--- src/rtl/fifo_rd_ctrl.sv ---
// Read-domain controller for the async FIFO: read pointer, EMPTY/LEVEL, 1-cycle memory read sequencing.
// Output register plus a one-entry skid buffer sustain 1 word/cycle and hold data losslessly under backpressure.
module fifo_rd_ctrl #(
    parameter int ADDRESS_BITS = 3,
    parameter int DATA_WIDTH   = 8
) (
    input  logic                    CLK,
    input  logic                    RST,
    input  logic [ADDRESS_BITS:0]   RQ2_WPTR,
    output logic [ADDRESS_BITS:0]   R_PTR,
    output logic                    R_EN,
    output logic [ADDRESS_BITS-1:0] R_ADDR,
    input  logic [DATA_WIDTH-1:0]   RD_DATA,
    output logic [DATA_WIDTH-1:0]   OUT_DATA,
    output logic                    OUT_VALID,
    input  logic                    OUT_READY,
    output logic                    EMPTY,
    output logic [ADDRESS_BITS:0]   LEVEL
);

    localparam int PW = ADDRESS_BITS + 1;

    function automatic logic [PW-1:0] gray2bin(input logic [PW-1:0] g);
        logic [PW-1:0] b;
        b[PW-1] = g[PW-1];
        for (int i = PW - 2; i >= 0; i--) begin
            b[i] = b[i+1] ^ g[i];
        end
        return b;
    endfunction

    logic [PW-1:0]         rbin_q, rbin_d;
    logic [PW-1:0]         rptr_q, rptr_d;
    logic                  inflight_q, inflight_d;
    logic                  out_vld_q, out_vld_d;
    logic [DATA_WIDTH-1:0] out_dat_q, out_dat_d;
    logic                  skid_vld_q, skid_vld_d;
    logic [DATA_WIDTH-1:0] skid_dat_q, skid_dat_d;

    logic       pop;
    logic [1:0] occ;
    logic [1:0] occ_after_pop;
    logic       empty;
    logic       r_en;

    assign empty         = (rptr_q == RQ2_WPTR);
    assign pop           = out_vld_q & OUT_READY;
    assign occ           = {1'b0, out_vld_q} + {1'b0, skid_vld_q} + {1'b0, inflight_q};
    assign occ_after_pop = occ - {1'b0, pop};
    // At most two words may be buffered or in flight once this cycle's pop is accounted for.
    assign r_en          = !empty && (occ_after_pop <= 2'd1);

    assign EMPTY     = empty;
    assign LEVEL     = gray2bin(RQ2_WPTR) - rbin_q;
    assign R_EN      = r_en;
    assign R_ADDR    = rbin_q[ADDRESS_BITS-1:0];
    assign R_PTR     = rptr_q;
    assign OUT_VALID = out_vld_q;
    assign OUT_DATA  = out_dat_q;

    always_comb begin
        rbin_d     = rbin_q + PW'(r_en);
        rptr_d     = rbin_d ^ (rbin_d >> 1);
        inflight_d = r_en;
        out_vld_d  = out_vld_q;
        out_dat_d  = out_dat_q;
        skid_vld_d = skid_vld_q;
        skid_dat_d = skid_dat_q;

        // Oldest word first: skid, then landing read data, so ordering is preserved.
        if (skid_vld_q && (pop || !out_vld_q)) begin
            out_vld_d  = 1'b1;
            out_dat_d  = skid_dat_q;
            skid_vld_d = inflight_q;
            if (inflight_q) begin
                skid_dat_d = RD_DATA;
            end
        end else if (!out_vld_q || pop) begin
            out_vld_d = inflight_q;
            if (inflight_q) begin
                out_dat_d = RD_DATA;
            end
        end else if (inflight_q) begin
            skid_vld_d = 1'b1;
            skid_dat_d = RD_DATA;
        end
    end

    always_ff @(posedge CLK) begin
        if (RST) begin
            rbin_q     <= '0;
            rptr_q     <= '0;
            inflight_q <= 1'b0;
            out_vld_q  <= 1'b0;
            out_dat_q  <= '0;
            skid_vld_q <= 1'b0;
            skid_dat_q <= '0;
        end else begin
            rbin_q     <= rbin_d;
            rptr_q     <= rptr_d;
            inflight_q <= inflight_d;
            out_vld_q  <= out_vld_d;
            out_dat_q  <= out_dat_d;
            skid_vld_q <= skid_vld_d;
            skid_dat_q <= skid_dat_d;
        end
    end

endmodule

--- config.mk ---
export PLATFORM = sky130hd
export DESIGN_NAME = fifo_rd_ctrl
export DESIGN_NICKNAME = d
export VERILOG_FILES = /design/src/rtl/fifo_rd_ctrl.sv
export SDC_FILE = /design/constraint.sdc
export NUM_CORES = 1
export LEC_CHECK = 0
export CORE_MARGIN = 2
export CORE_UTILIZATION = 45
export DETAILED_ROUTE_END_ITERATION = 8
export PLACE_DENSITY = 0.74
export SLEW_MARGIN = 0
export SYNTH_ARGS = -nofsm -noshare
export SYNTH_HDL_FRONTEND = slang
export SYNTH_SLANG_ARGS = --single-unit
--- constraint.sdc ---
create_clock -name CLK -period 3.2 [get_ports CLK]
set_input_delay 0.64 -clock CLK [delete_from_list [all_inputs] [get_ports CLK]]
set_output_delay 0.64 -clock CLK [all_outputs]
set_load 0.01 [all_outputs]
==> flow_summary.ini, run 1 <==
[place]
postPlaceCellArea_um2 = 1715
portBuffers = 36
hpwl_um = 2242
routabilityCongestion = 0.8427

[cells_and_area]
n_antenna_cell = 0
area_growth_pct = 40.81
design_area_um2 = 1774
fillCellCount = 252
num-nets-final = 211
final_cell_mix = clkdlybuf4s50_1 (29), dfxtp_1 (26), nor2_1 (18)
drive_gt1_frac = 0.1613
ff_latch_area_um2 = 520.5
final_common_cell = clkdlybuf4s50_1
multi_input_area_um2 = 705.7

[clock_tree]
htreeDepth = 1
cts.path.max_buffers = 2
cts-hold-fix-buffers = 0
clock_sinks = 26
cts_tree = done
cts_buffers = 3
cts_root_buffer = clkbuf_4
worstSkewPairLatency_ns = 0.31
clkTransAtPathRegs_ns = 0.13

[logic_synthesis]
synth_fa_ha_area_frac = 0.08540
syn_inst = 138
synth-simple-area-share = 0.1639
ys_types = 27
syn_nets = 161
synth_compound_area_frac = 0.1251
synth-async-reset-ratio = 0
synth_top_family_by_area = simple AND/OR/NAND/NOR gates
ys_ff_latch = 26
ys_warn_count = 0
syn_area_um2 = 1260
seq_area_frac_synth = 0.4131
ys.flop_type = dfxtp_1
synth-xor-area-share = 0.1043
synthMuxAreaShare = 0.06356
syn_area_per_cell_um2 = 9.130
synth-edff-count = 0

[worst_setup_path]
critical-path-top-delay-family = adder cells
endpoint_kind = primary output
cp.required_ns = 2.56
start_kind = primary input
cp_max_fo = 2
cp.buffers_inverters = 3
slowest_delay_ns = 0.49
cp_slowest_cell = fa_1
cp.arrival_ns = 2.48
crit_type = in -> out
crit_chain = dlygate4sd2_1 > xor2_2 > xor2_2 > xnor2_1 > ha_1 > inv_1 > fa_1 > dlygate4sd2_1

[floorplanning]
die_w_um = 56.92
die_y_um = 56.92
num_rows = 19
ios = 37
start_util = 0.4649
core_area_um2 = 2710
die_area_um2 = 3239

[routing]
drt_pass1_iterations = 4
ant_nets = 0
drc = 0
drt_iter0_drc = 28
vias = 1129
routedWlPerCell_um = 13.83
vias_per_cell = 5.203
drt-total-wl_um = 3002

[grt]
use_met2 = 0.3333
grt_antenna_before_repair = 0
busiest_layer = met2
grt_use_met3 = 0.02535
track_usage = 0.1895
grt_overflow_total = 0
grt_pass1_wl_um = 4912
grt_max_degree = 27
grt_pass1_vias = 1128
grtUsageMet1 = 0.2446

[pwr]
p_per_area_nw_per_um2 = 602.7
ir_worst_vdd_uv = 425.2
p_leak_nw = 0.7853
power_mw = 1.069

[sta]
fmax_mhz = 320.8
rsz0062_at_grt = false
slew_headroom = 0.3867
tightest_slew_ns = 0.9171
finalCriticalPeriod_ns = 3.118
maxSlewViolCount = 0
skew_ns = 0.005543
finalCritPeriodShare = 0.9742
setup-violations-final = 0
hold_viol = 0

[status]
status = completed

[run]
drv_cap = 0

[worst_hold_path]
hp-class = reg -> reg
state kept, by name (all words and copies together) (netlist names):
signal and flops:
OUT_DATA 8, skid_dat_q 8, rbin_q 4, R_PTR 3
OUT_VALID 1, inflight_q 1, skid_vld_q 1
area by class of cell:
class | instances | area share
Timing Repair Buffer | 52 | 0.2616
Tap cell | 31 | 0.02186
Multi-Input combinational cell | 99 | 0.3977
Clock buffer | 3 | 0.01269
Sequential cell | 26 | 0.2934
Inverter | 6 | 0.01269
metal layers:
layer  up-vias  share of wire
met5         -              0
met4         0         0.0030
met3         2          0.048
met2        29           0.51
met1       539           0.43
li1        559              -
repair_timing:
| item | in CTS | in global routing |
|---|---|---|
| resized for setup | 13 | 5 |
| setup endpoints to repair | 5 | 4 |
| pin swaps | 2 | 3 |
| buffers inserted | 3 | 1 |
Yosys cell counts, types with 2 or more instances:
| cell type | n | area share |
|---|---|---|
| dfxtp_1 | 26 | 0.41 |
| nor2_1 | 18 | 0.054 |
| xor2_1 | 11 | 0.076 |
| nand2_1 | 10 | 0.030 |
| a21oi_1 | 8 | 0.032 |
| a22oi_1 | 8 | 0.048 |
| mux2i_1 | 8 | 0.064 |
| ha_1 | 7 | 0.070 |
| inv_1 | 6 | 0.018 |
| nand3_1 | 5 | 0.020 |
| o21ai_0 | 5 | 0.020 |
| xnor2_1 | 4 | 0.028 |
| buf_2 | 3 | 0.012 |
| clkbuf_1 | 3 | 0.0089 |
| nor3_1 | 3 | 0.012 |
| nor2b_1 | 2 | 0.0099 |
worst paths after layout:
kind	from	cells past startpoint	endpoint	slack (ns)
min	skid_dat_q[2]$_SDFFE_PP0P_	2	OUT_DATA[2]$_SDFFE_PP0P_	0.48
min reg2reg	skid_dat_q[2]$_SDFFE_PP0P_	2	OUT_DATA[2]$_SDFFE_PP0P_	0.48
max	RQ2_WPTR[3]	8	LEVEL[1]	0.08
max reg2reg	OUT_VALID$_SDFFE_PP0P_	13	R_PTR[1]$_SDFF_PP0_	0.55
tightest hold or removal path, delay by kind of cell, from the launching register on:
kind | cells | cell delay (ns)
AO/OA/AOI/OAI | 1 | 0.05
AND/OR/NAND/NOR | 1 | 0.06
flip-flops | 1 | 0.33
metrics by stage:
stage	worst slack, ns	TNS (ns)	hold WS, ns	utilization	instances
2_1_floorplan	0.4458	0	0.4434	-	138
3_3_place_gp	-0.5276	-2.166	0.4544	0.6330	210
3_5_place_dp	-0.6530	-2.816	0.4662	0.6330	210
4_1_cts	0.01516	0	0.4846	0.6528	216
5_1_grt	0.002759	0	0.5145	0.6547	217
6_report	0.08243	0	0.4796	0.6547	217
power by group:
part	internal (mW)	switching, mW
Combinational	0.282	0.243
Sequential	0.373	0.0385
Clock	0.0439	0.0885
Total	0.699	0.370
logic make-up (layout without fill, tap and decap cells):
family / after synthesis / count (layout)
compound gates: 24 / 24
xor+xnor: 15 / 15
fa+ha+maj: 8 / 8
buf+inv: 13 / 61
flops: 26 / 26
mux: 8 / 8
simple gates: 44 / 44
Power figures use the tool's default switching activity.
==> run 2: changes to the inputs <==
- ABC_AREA: default -> 1
- PLACE_DENSITY: 0.74 -> 0.72
==> flow_summary.ini, run 2 <==
[sta]
layout_setup_ws_ns = 0.1666
rsz0062_at_grt = false
finalCriticalPeriod_ns = 3.033
setup-violations-final = 0
timing.hold.ws_ns = 0.4972
maxSlewViolCount = 0
hold_viol = 0
skew_ns = 0.004634
finalCritPeriodShare = 0.9479
tightest_slew_ns = 0.4875
fmax_mhz = 329.7
slew_headroom = 0.6740

[logic_synthesis]
ys.flop_type = dfxtp_1
synth-edff-count = 0
syn_nets = 236
syn_area_per_cell_um2 = 6.603
syn_inst = 213
synth.most_common_cell = nand2_1
syn_area_um2 = 1406
ys_types = 17
ys_top_cells_by_count = nand2_1 (55), inv_1 (36), nor2_1 (35)
synth_top_area_frac = 0.3701
seq_area_frac_synth = 0.3701
ys_warn_count = 0
ys_ff_latch = 26
synth-async-reset-ratio = 0
yosys.area.top_type = dfxtp_1
ys_top_cells_by_area = dfxtp_1 (37%), nand2_1 (15%), inv_1 (9.6%)

[grt]
track_usage = 0.1919
grt_overflow_total = 0
grt_pass1_wl_um = 5216
grt_pass1_vias = 1247
grt_max_degree = 17
grt_antenna_before_repair = 0

[floorplanning]
die_w_um = 59.91
die_area_um2 = 3589
num_rows = 20
core_area_um2 = 3003
ios = 37
die_y_um = 59.91
start_util = 0.4683

[routing]
drc = 0
drt_iter0_drc = 44
dr.max_layer_used = met4
ant_nets = 0
drt_pass1_iterations = 4
vias_per_cell = 4.732
drt-total-wl_um = 3001
drt-met1-wl_um = 1483
routedWlPerCell_um = 10.31
dr_wl_met2_um = 1358
dr_wl_met3_um = 118
vias = 1377

[pwr]
p_leak_nw = 0.9773
p_per_area_nw_per_um2 = 563.2
ir_worst_vdd_uv = 333.1

[cells_and_area]
final_cell_mix = nand2_1 (55), inv_1 (36), nor2_1 (35)
final_common_cell = nand2_1
num-nets-final = 282
area_growth_pct = 33.54
fillCellCount = 307
multi_input_area_um2 = 713.2
drive_gt1_frac = 0.08527
n_antenna_cell = 0
ff_latch_area_um2 = 520.5
postLayoutCoreUtil = 0.6254

[clock_tree]
cts.path.max_buffers = 2
clock_sinks = 26
cts-hold-fix-buffers = 0
htreeDepth = 1
worstSkewPairLatency_ns = 0.32
cts_buffers = 3
cts_root_buffer = clkbuf_4
cts_tree = done
clkTransAtPathRegs_ns = 0.13

[worst_setup_path]
cp_max_fo = 3
crit_type = in -> out
cp.required_ns = 2.56
start_kind = primary input
endpoint_kind = primary output
cp.arrival_ns = 2.39

[place]
routabilityCongestion = 0.7489
pre_cts_ws_ns = -0.3253
portBuffers = 36
hpwl_um = 2317

[status]
status = completed

[worst_hold_path]
hp-class = reg -> reg

[run]
drv_cap = 0
==> run 2: cell types whose count changed after synthesis, sizes merged, moves of 6 or more <==
| cell | change |
|---|---|
| nand4 | +6 |
| inv | +33 |
| xor2 | -10 |
| nor2 | +17 |
| a22oi | -8 |
| nand3 | +13 |
| mux2i | -8 |
| nand2 | +50 |
==> run 2: worst paths after layout <==
check,from,slack [ns],to,cells past startpoint
worst max register to register,OUT_VALID$_SDFFE_PP0P_,0.67,R_PTR[1]$_SDFF_PP0_,19
worst max-delay path,RQ2_WPTR[0],0.17,LEVEL[2],10
worst min-delay path,skid_dat_q[6]$_SDFFE_PP0P_,0.50,skid_dat_q[6]$_SDFFE_PP0P_,2
worst min register to register,skid_dat_q[6]$_SDFFE_PP0P_,0.50,skid_dat_q[6]$_SDFFE_PP0P_,2
==> run 2: worst max-delay path, stage by stage <==
cell and delay, ns:
clkdlybuf4s50_1 0.51, inv_1 0.07, nand3_1 0.08, nand2_1 0.06
inv_1 0.05, ha_1 0.14, inv_1 0.06, fa_1 0.37
xor2_1 0.14, dlygate4sd2_1 0.28
==> run 2: repair_timing <==
action                     in CTS  in global routing
gates resized for setup         7                  3
gates cloned                    0                  0
buffers inserted                0                  0
setup endpoints to repair       4                  4
==> run 2: metal layers <==
| layer | track usage | up-vias |
|---|---|---|
| met4 | 0.07937 | 0 |
| met5 | 0 | - |
| met3 | 0.02597 | 4 |
| met1 | 0.2537 | 598 |
| li1 | - | 746 |
| met2 | 0.3137 | 29 |
==> run 2: area by class of cell <==
class | count | area share
multi-input cells | 144 | 0.3797
flip-flops and latches | 26 | 0.2771
repair buffers | 45 | 0.2239
inverters | 39 | 0.07795
well taps | 33 | 0.02199
clock buffers | 4 | 0.01932
==> run 2: kinds of logic (layout without fill, tap and decap cells) <==
family                     Yosys count  count (layout)  synth area share
DFF                                 26              26            0.3701
adders and majority gates            8               8           0.07651
buffers and inverters               43              88            0.1228
and+or+nand+nor                    119             119            0.3674
AOI/OAI and AO/OA                   16              16           0.05694
xor gates and xnor gates             1               1          0.006229
==> run 2: per-stage QoR <==
stage / cells / cell area [um2] / power (mW) / TNS, ns
4_1_cts: 291 / 1879 / 1.073 / 0
5_1_grt: 291 / 1878 / 1.154 / 0
3_5_place_dp: 287 / 1849 / 0.9270 / -0.9027
2_1_floorplan: 213 / 1406 / 0.6888 / 0
6_report: 291 / 1878 / 1.058 / 0
3_3_place_gp: 287 / 1849 / 0.9178 / -0.7383
==> run 2: report_power, final <==
group          leakage [nW]  total [mW]  switching (mW)  internal [mW]
clock network        0.0210       0.162          0.0924         0.0696
registers             0.213       0.415          0.0387          0.376
logic                 0.743       0.481           0.244          0.236
total                 0.977        1.06           0.375          0.682
